[src/rtl/mem_arbiter.sv]
// Two-port arbiter sharing the byte-wide data memory between the wasm parser (port 0) and the cpu (port 1).
// Optional grant-hold watchdog is built only when MEM_ARB_TIMEOUT_EN is defined.
module mem_arbiter #(
    parameter int ADDR_W         = 32,
    parameter int DATA_W         = 8,
    parameter int TIMEOUT_CYCLES = 1024
) (
    input  logic              clk,
    input  logic              rst_n,
    input  logic              req0,
    input  logic              req1,
    output logic              gnt0,
    output logic              gnt1,
    input  logic [ADDR_W-1:0] addr0,
    input  logic [ADDR_W-1:0] addr1,
    input  logic [DATA_W-1:0] wdata0,
    input  logic [DATA_W-1:0] wdata1,
    input  logic              rd_en0,
    input  logic              rd_en1,
    input  logic              wr_en0,
    input  logic              wr_en1,
    output logic              rdy0,
    output logic              rdy1,
    output logic [DATA_W-1:0] rdata,
    output logic [ADDR_W-1:0] mem_addr,
    output logic [DATA_W-1:0] mem_wdata,
    output logic              mem_rd_en,
    output logic              mem_wr_en,
    input  logic [DATA_W-1:0] mem_rdata,
    input  logic              mem_ready,
    output logic              timeout_err
);

    typedef enum logic [1:0] {IDLE, OWN0, OWN1, DRAIN} state_e;

    state_e state_q;
    logic   last_q;
    logic   gnt0_q;
    logic   gnt1_q;
    logic   timeout_err_q;

`ifdef MEM_ARB_TIMEOUT_EN
    localparam int CNT_W = $clog2(TIMEOUT_CYCLES + 1);
    logic [CNT_W-1:0] cnt_q;
`endif

    // last_q remembers the previous owner so simultaneous requests alternate.
    always_ff @(posedge clk or negedge rst_n) begin
        if (!rst_n) begin
            state_q       <= IDLE;
            last_q        <= 1'b1;
            gnt0_q        <= 1'b0;
            gnt1_q        <= 1'b0;
            timeout_err_q <= 1'b0;
`ifdef MEM_ARB_TIMEOUT_EN
            cnt_q         <= '0;
`endif
        end else begin
            case (state_q)
                IDLE: begin
                    if (req0 && (!req1 || last_q)) begin
                        state_q <= OWN0;
                        gnt0_q  <= 1'b1;
                    end else if (req1) begin
                        state_q <= OWN1;
                        gnt1_q  <= 1'b1;
                    end
                end
                OWN0: begin
                    if (!req0) begin
                        state_q <= DRAIN;
                        last_q  <= 1'b0;
                        gnt0_q  <= 1'b0;
`ifdef MEM_ARB_TIMEOUT_EN
                        cnt_q   <= '0;
                    end else if (req1) begin
                        if (cnt_q == CNT_W'(TIMEOUT_CYCLES - 1)) begin
                            state_q       <= DRAIN;
                            last_q        <= 1'b0;
                            gnt0_q        <= 1'b0;
                            timeout_err_q <= 1'b1;
                            cnt_q         <= '0;
                        end else begin
                            cnt_q <= cnt_q + 1'b1;
                        end
`endif
                    end
                end
                OWN1: begin
                    if (!req1) begin
                        state_q <= DRAIN;
                        last_q  <= 1'b1;
                        gnt1_q  <= 1'b0;
`ifdef MEM_ARB_TIMEOUT_EN
                        cnt_q   <= '0;
                    end else if (req0) begin
                        if (cnt_q == CNT_W'(TIMEOUT_CYCLES - 1)) begin
                            state_q       <= DRAIN;
                            last_q        <= 1'b1;
                            gnt1_q        <= 1'b0;
                            timeout_err_q <= 1'b1;
                            cnt_q         <= '0;
                        end else begin
                            cnt_q <= cnt_q + 1'b1;
                        end
`endif
                    end
                end
                DRAIN: begin
                    // Wait for the memory to release ready so the next owner never sees a stale one.
                    if (!mem_ready) begin
                        state_q <= IDLE;
                    end
                end
                default: begin
                    state_q <= IDLE;
                    gnt0_q  <= 1'b0;
                    gnt1_q  <= 1'b0;
                end
            endcase
        end
    end

    always_comb begin
        mem_addr  = '0;
        mem_wdata = '0;
        mem_rd_en = 1'b0;
        mem_wr_en = 1'b0;
        rdy0      = 1'b0;
        rdy1      = 1'b0;
        case (state_q)
            OWN0: begin
                mem_addr  = addr0;
                mem_wdata = wdata0;
                mem_rd_en = rd_en0;
                mem_wr_en = wr_en0;
                rdy0      = mem_ready;
            end
            OWN1: begin
                mem_addr  = addr1;
                mem_wdata = wdata1;
                mem_rd_en = rd_en1;
                mem_wr_en = wr_en1;
                rdy1      = mem_ready;
            end
            default: begin
            end
        endcase
    end

    assign gnt0        = gnt0_q;
    assign gnt1        = gnt1_q;
    assign rdata       = mem_rdata;
    assign timeout_err = timeout_err_q;

endmodule

[config.mk]
export PLATFORM = sky130hd
export DESIGN_NAME = mem_arbiter
export DESIGN_NICKNAME = d
export VERILOG_FILES = /design/src/rtl/mem_arbiter.sv
export SDC_FILE = /design/constraint.sdc
export NUM_CORES = 1
export LEC_CHECK = 0
export CAP_MARGIN = 20
export CELL_PAD_IN_SITES_DETAIL_PLACEMENT = 0
export CELL_PAD_IN_SITES_GLOBAL_PLACEMENT = 2
export CORE_ASPECT_RATIO = 0.75
export CORE_MARGIN = 2
export CORE_UTILIZATION = 10
export CTS_CLUSTER_SIZE = 24
export DETAILED_ROUTE_END_ITERATION = 7
export PLACE_DENSITY = 0.92
export SYNTH_ARGS = -nofsm -noshare
export SYNTH_HDL_FRONTEND = slang
export SYNTH_SLANG_ARGS = --single-unit
[constraint.sdc]
create_clock -name clk -period 1.62 [get_ports clk]
set_input_delay 0.324 -clock clk [delete_from_list [all_inputs] [get_ports clk]]
set_output_delay 0.324 -clock clk [all_outputs]
set_load 0.01 [all_outputs]
==> impl_metrics.json <==
{
  "outcome": "finished, violations left",
  "violations": "setup timing",
  "drive_gt1_share_pct": 43.8,
  "dieWidth_um": 124,
  "postRouteAntennaNets": 0,
  "crit_start": "state_q[1]",
  "ys_types": 25,
  "seq_power_share_pct": 4.4,
  "syn2layout_area_growth_pct": 182,
  "fp-row-count": 32,
  "portBuffers": 134,
  "internal-power_uw": 3340,
  "cts_tree": "yes",
  "cts.clk_slew.worst_paths_ps": 30,
  "vias": 1679,
  "first_pass_iters": 4,
  "worstPathArrival_ps": 1570,
  "cts.sinks": 5,
  "synth_fp_nets": 251,
  "max_cap_violations": 0,
  "ios": 152,
  "synth.area.mux_share_pct": 1.86,
  "vdd_drop_max_v": 0.000799,
  "finalHoldViolCount": 0,
  "p_leak_uw": 0.00119,
  "synth_compound_area_share_pct": 36.2,
  "avgSynthCellArea_um2": 7.29,
  "ys_ff_latch": 5,
  "die_y_um": 93.9,
  "syn-cell-area_mm2": 0.00108,
  "grt_max_degree": 17,
  "core_area_mm2": 0.0104,
  "layout_commonest_cell": "clkdlybuf4s50_1",
  "grt_pass1_wl_um": 8340,
  "clk_latency_ps": 220,
  "htreeDepth": 1,
  "cp_max_fo": 6,
  "power_uw": 5740,
  "synthDominantCellAreaShare_pct": 29.2,
  "dp.cells": 410,
  "ys_warn_count": 1,
  "wire_per_inst_um": 15.0,
  "synth_cells": 148,
  "hpwl_um": 3950,
  "routed_wl_um": 6400,
  "rrSetupSlack_ps": -110,
  "die_area_mm2": 0.0116,
  "switchingPower_uw": 2410,
  "synth_top_family_by_area": "compound AO/OA/AOI/OAI gates",
  "synth_top_cell_by_area": "a22oi_1",
  "start_util_pct": 10.4,
  "fin_setup_tns_ps": -9360,
  "nets": 396,
  "synth_area_leaders": "a22oi_1 (29%), nor2b_1 (24%), dfrtp_1 (9.3%)",
  "slew_violations": 0,
  "drt_iter0_markers": 43,
  "setup_viol": 45,
  "switching_share_pct": 41.9,
  "rsz0062_at_grt": "yes",
  "rr_startpoint": "state_q[1]",
  "rr_endpoint": "gnt1",
  "grt_util_all_layers_pct": 9.09,
  "crit_type": "reg2out",
  "synth_xor_xnor_area_share_pct": 0,
  "clock_skew_ps": 0.291,
  "numCtsBuffers": 3,
  "reg2reg_depth": 7,
  "cts-root-buf": "clkbuf_16",
  "cp-endpoint": "mem_wdata[5]",
  "globalplace.congestion": 0.779,
  "drc": 0,
  "ys_seq_area_share_pct": 11.7,
  "yosys.area_share.adder_pct": 6.96,
  "clockBufferDepth": 2,
  "ctsHoldBuffers": 0,
  "min_path_type": "in2async",
  "final_cells": 428,
  "power_frac_comb_pct": 88.5,
  "diodes": 0,
  "synth-simple-area-share_pct": 29.0,
  "cp-end-kind": "output pin",
  "gr-total-overflow": 0,
  "layout_min_cycle_time_ps": 1900,
  "antenna_found_initial": 0,
  "clock_power_share_pct": 7.0,
  "powerDensity_mw_per_mm2": 1890,
  "final_cell_mix": "clkdlybuf4s50_1 (90), buf_2 (44), nor2b_1 (42)",
  "grt_pass1_vias": 1649,
  "required_ps": 1300,
  "period_share_pct": 117,
  "start_kind": "flop",
  "finalWorstSetupSlack_ps": -277,
  "fmax_ghz": 0.527,
  "routed_via_density": 3.92
}
[worst min path at each step]
| stage | end | slack (ps) | from |
|---|---|---|---|
| global route | gnt1 | 350 | rst_n |
| global placement | last_q | 510 | last_q |
| CTS | gnt1 | 340 | rst_n |
| floorplan | gnt0 | 30 | rst_n |
| finish | gnt1 | 330 | rst_n |
| detailed placement | gnt1 | 510 | gnt1 |
[metal layers]
layer	track usage [%]	routed length, um	up-vias
met1	10.1	2530	800
met2	18.0	3360	60
li1	-	-	815
met4	1.31	14	0
met5	0	0	-
met3	1.76	493	4
[cells in the mapped netlist]
| cell type | instances |
|---|---|
| o21bai_1 | 1 |
| o21ai_0 | 1 |
| nand2b_1 | 1 |
| o211ai_1 | 1 |
| and2_1 | 2 |
| a21oi_1 | 6 |
| nor2_1 | 2 |
| dfrtp_1 | 4 |
| a222oi_1 | 1 |
| nor2b_1 | 42 |
| buf_1 | 2 |
| mux2i_1 | 2 |
| buf_6 | 1 |
| nand2_1 | 4 |
| a31o_2 | 1 |
| clkbuf_1 | 8 |
| dfstp_2 | 1 |
| a31oi_1 | 1 |
| buf_4 | 9 |
| nand4b_1 | 1 |
| buf_2 | 3 |
| ha_1 | 6 |
| inv_1 | 5 |
| a22oi_1 | 42 |
| conb_1 | 1 |
[power by group through the flow]
| stage | clock (uW) | combinational [uW] | sequential (uW) |
|---|---|---|---|
| 6_report | 404 | 5090 | 254 |
| 2_1_floorplan | 0 | 1970 | 257 |
| 5_1_grt | 418 | 5430 | 265 |
| 3_3_place_gp | 0 | 3910 | 250 |
| 4_1_cts | 410 | 4510 | 251 |
| 3_5_place_dp | 0 | 3940 | 252 |
[area by class of cell]
class / count / area (um^2)
Clock buffer: 4 / 78.8
Fill cell: 1097 / 7370
Inverter: 5 / 18.8
Multi-Input combinational cell: 115 / 1060
Sequential cell: 5 / 126
Tap cell: 136 / 170
Timing Repair Buffer: 163 / 1590
[stage by stage]
stage / hold slack (ps) / setup WS, ps / utilization (%) / instance area [um^2]
2_1_floorplan: 28.4 / -47.7 / - / 1080
3_3_place_gp: 505 / -405 / 25.1 / 2610
3_5_place_dp: 510 / -444 / 25.1 / 2610
4_1_cts: 339 / -312 / 27.0 / 2810
5_1_grt: 350 / -333 / 29.2 / 3040
6_report: 329 / -277 / 29.2 / 3040
[worst max-delay path, stage by stage, from the launching register on]
cell     delay [ps]
dfrtp_1         390
buf_6           130
ha_4            220
buf_12          160
buf_6           110
a22oi_2         150
nor2b_1          60
buf_2           130
[state kept, by name (all words and copies together), names as in the netlist]
signal / flops
last_q: 1
gnt1: 1
gnt0: 1
state_q: 2
[repair_timing]
item	4_1_cts	5_1_grt
buffers inserted	5	3
pin swaps	4	5
gates cloned	3	5
gates resized for setup	209	42
setup endpoints to repair	47	47
[kinds of logic after synthesis]
group	after synthesis
other cells	1
fa+ha+maj	6
flops	5
buf+inv	28
simple gates	52
compound gates	54
mux	2
No activity file was read; power rests on OpenSTA's default activity.
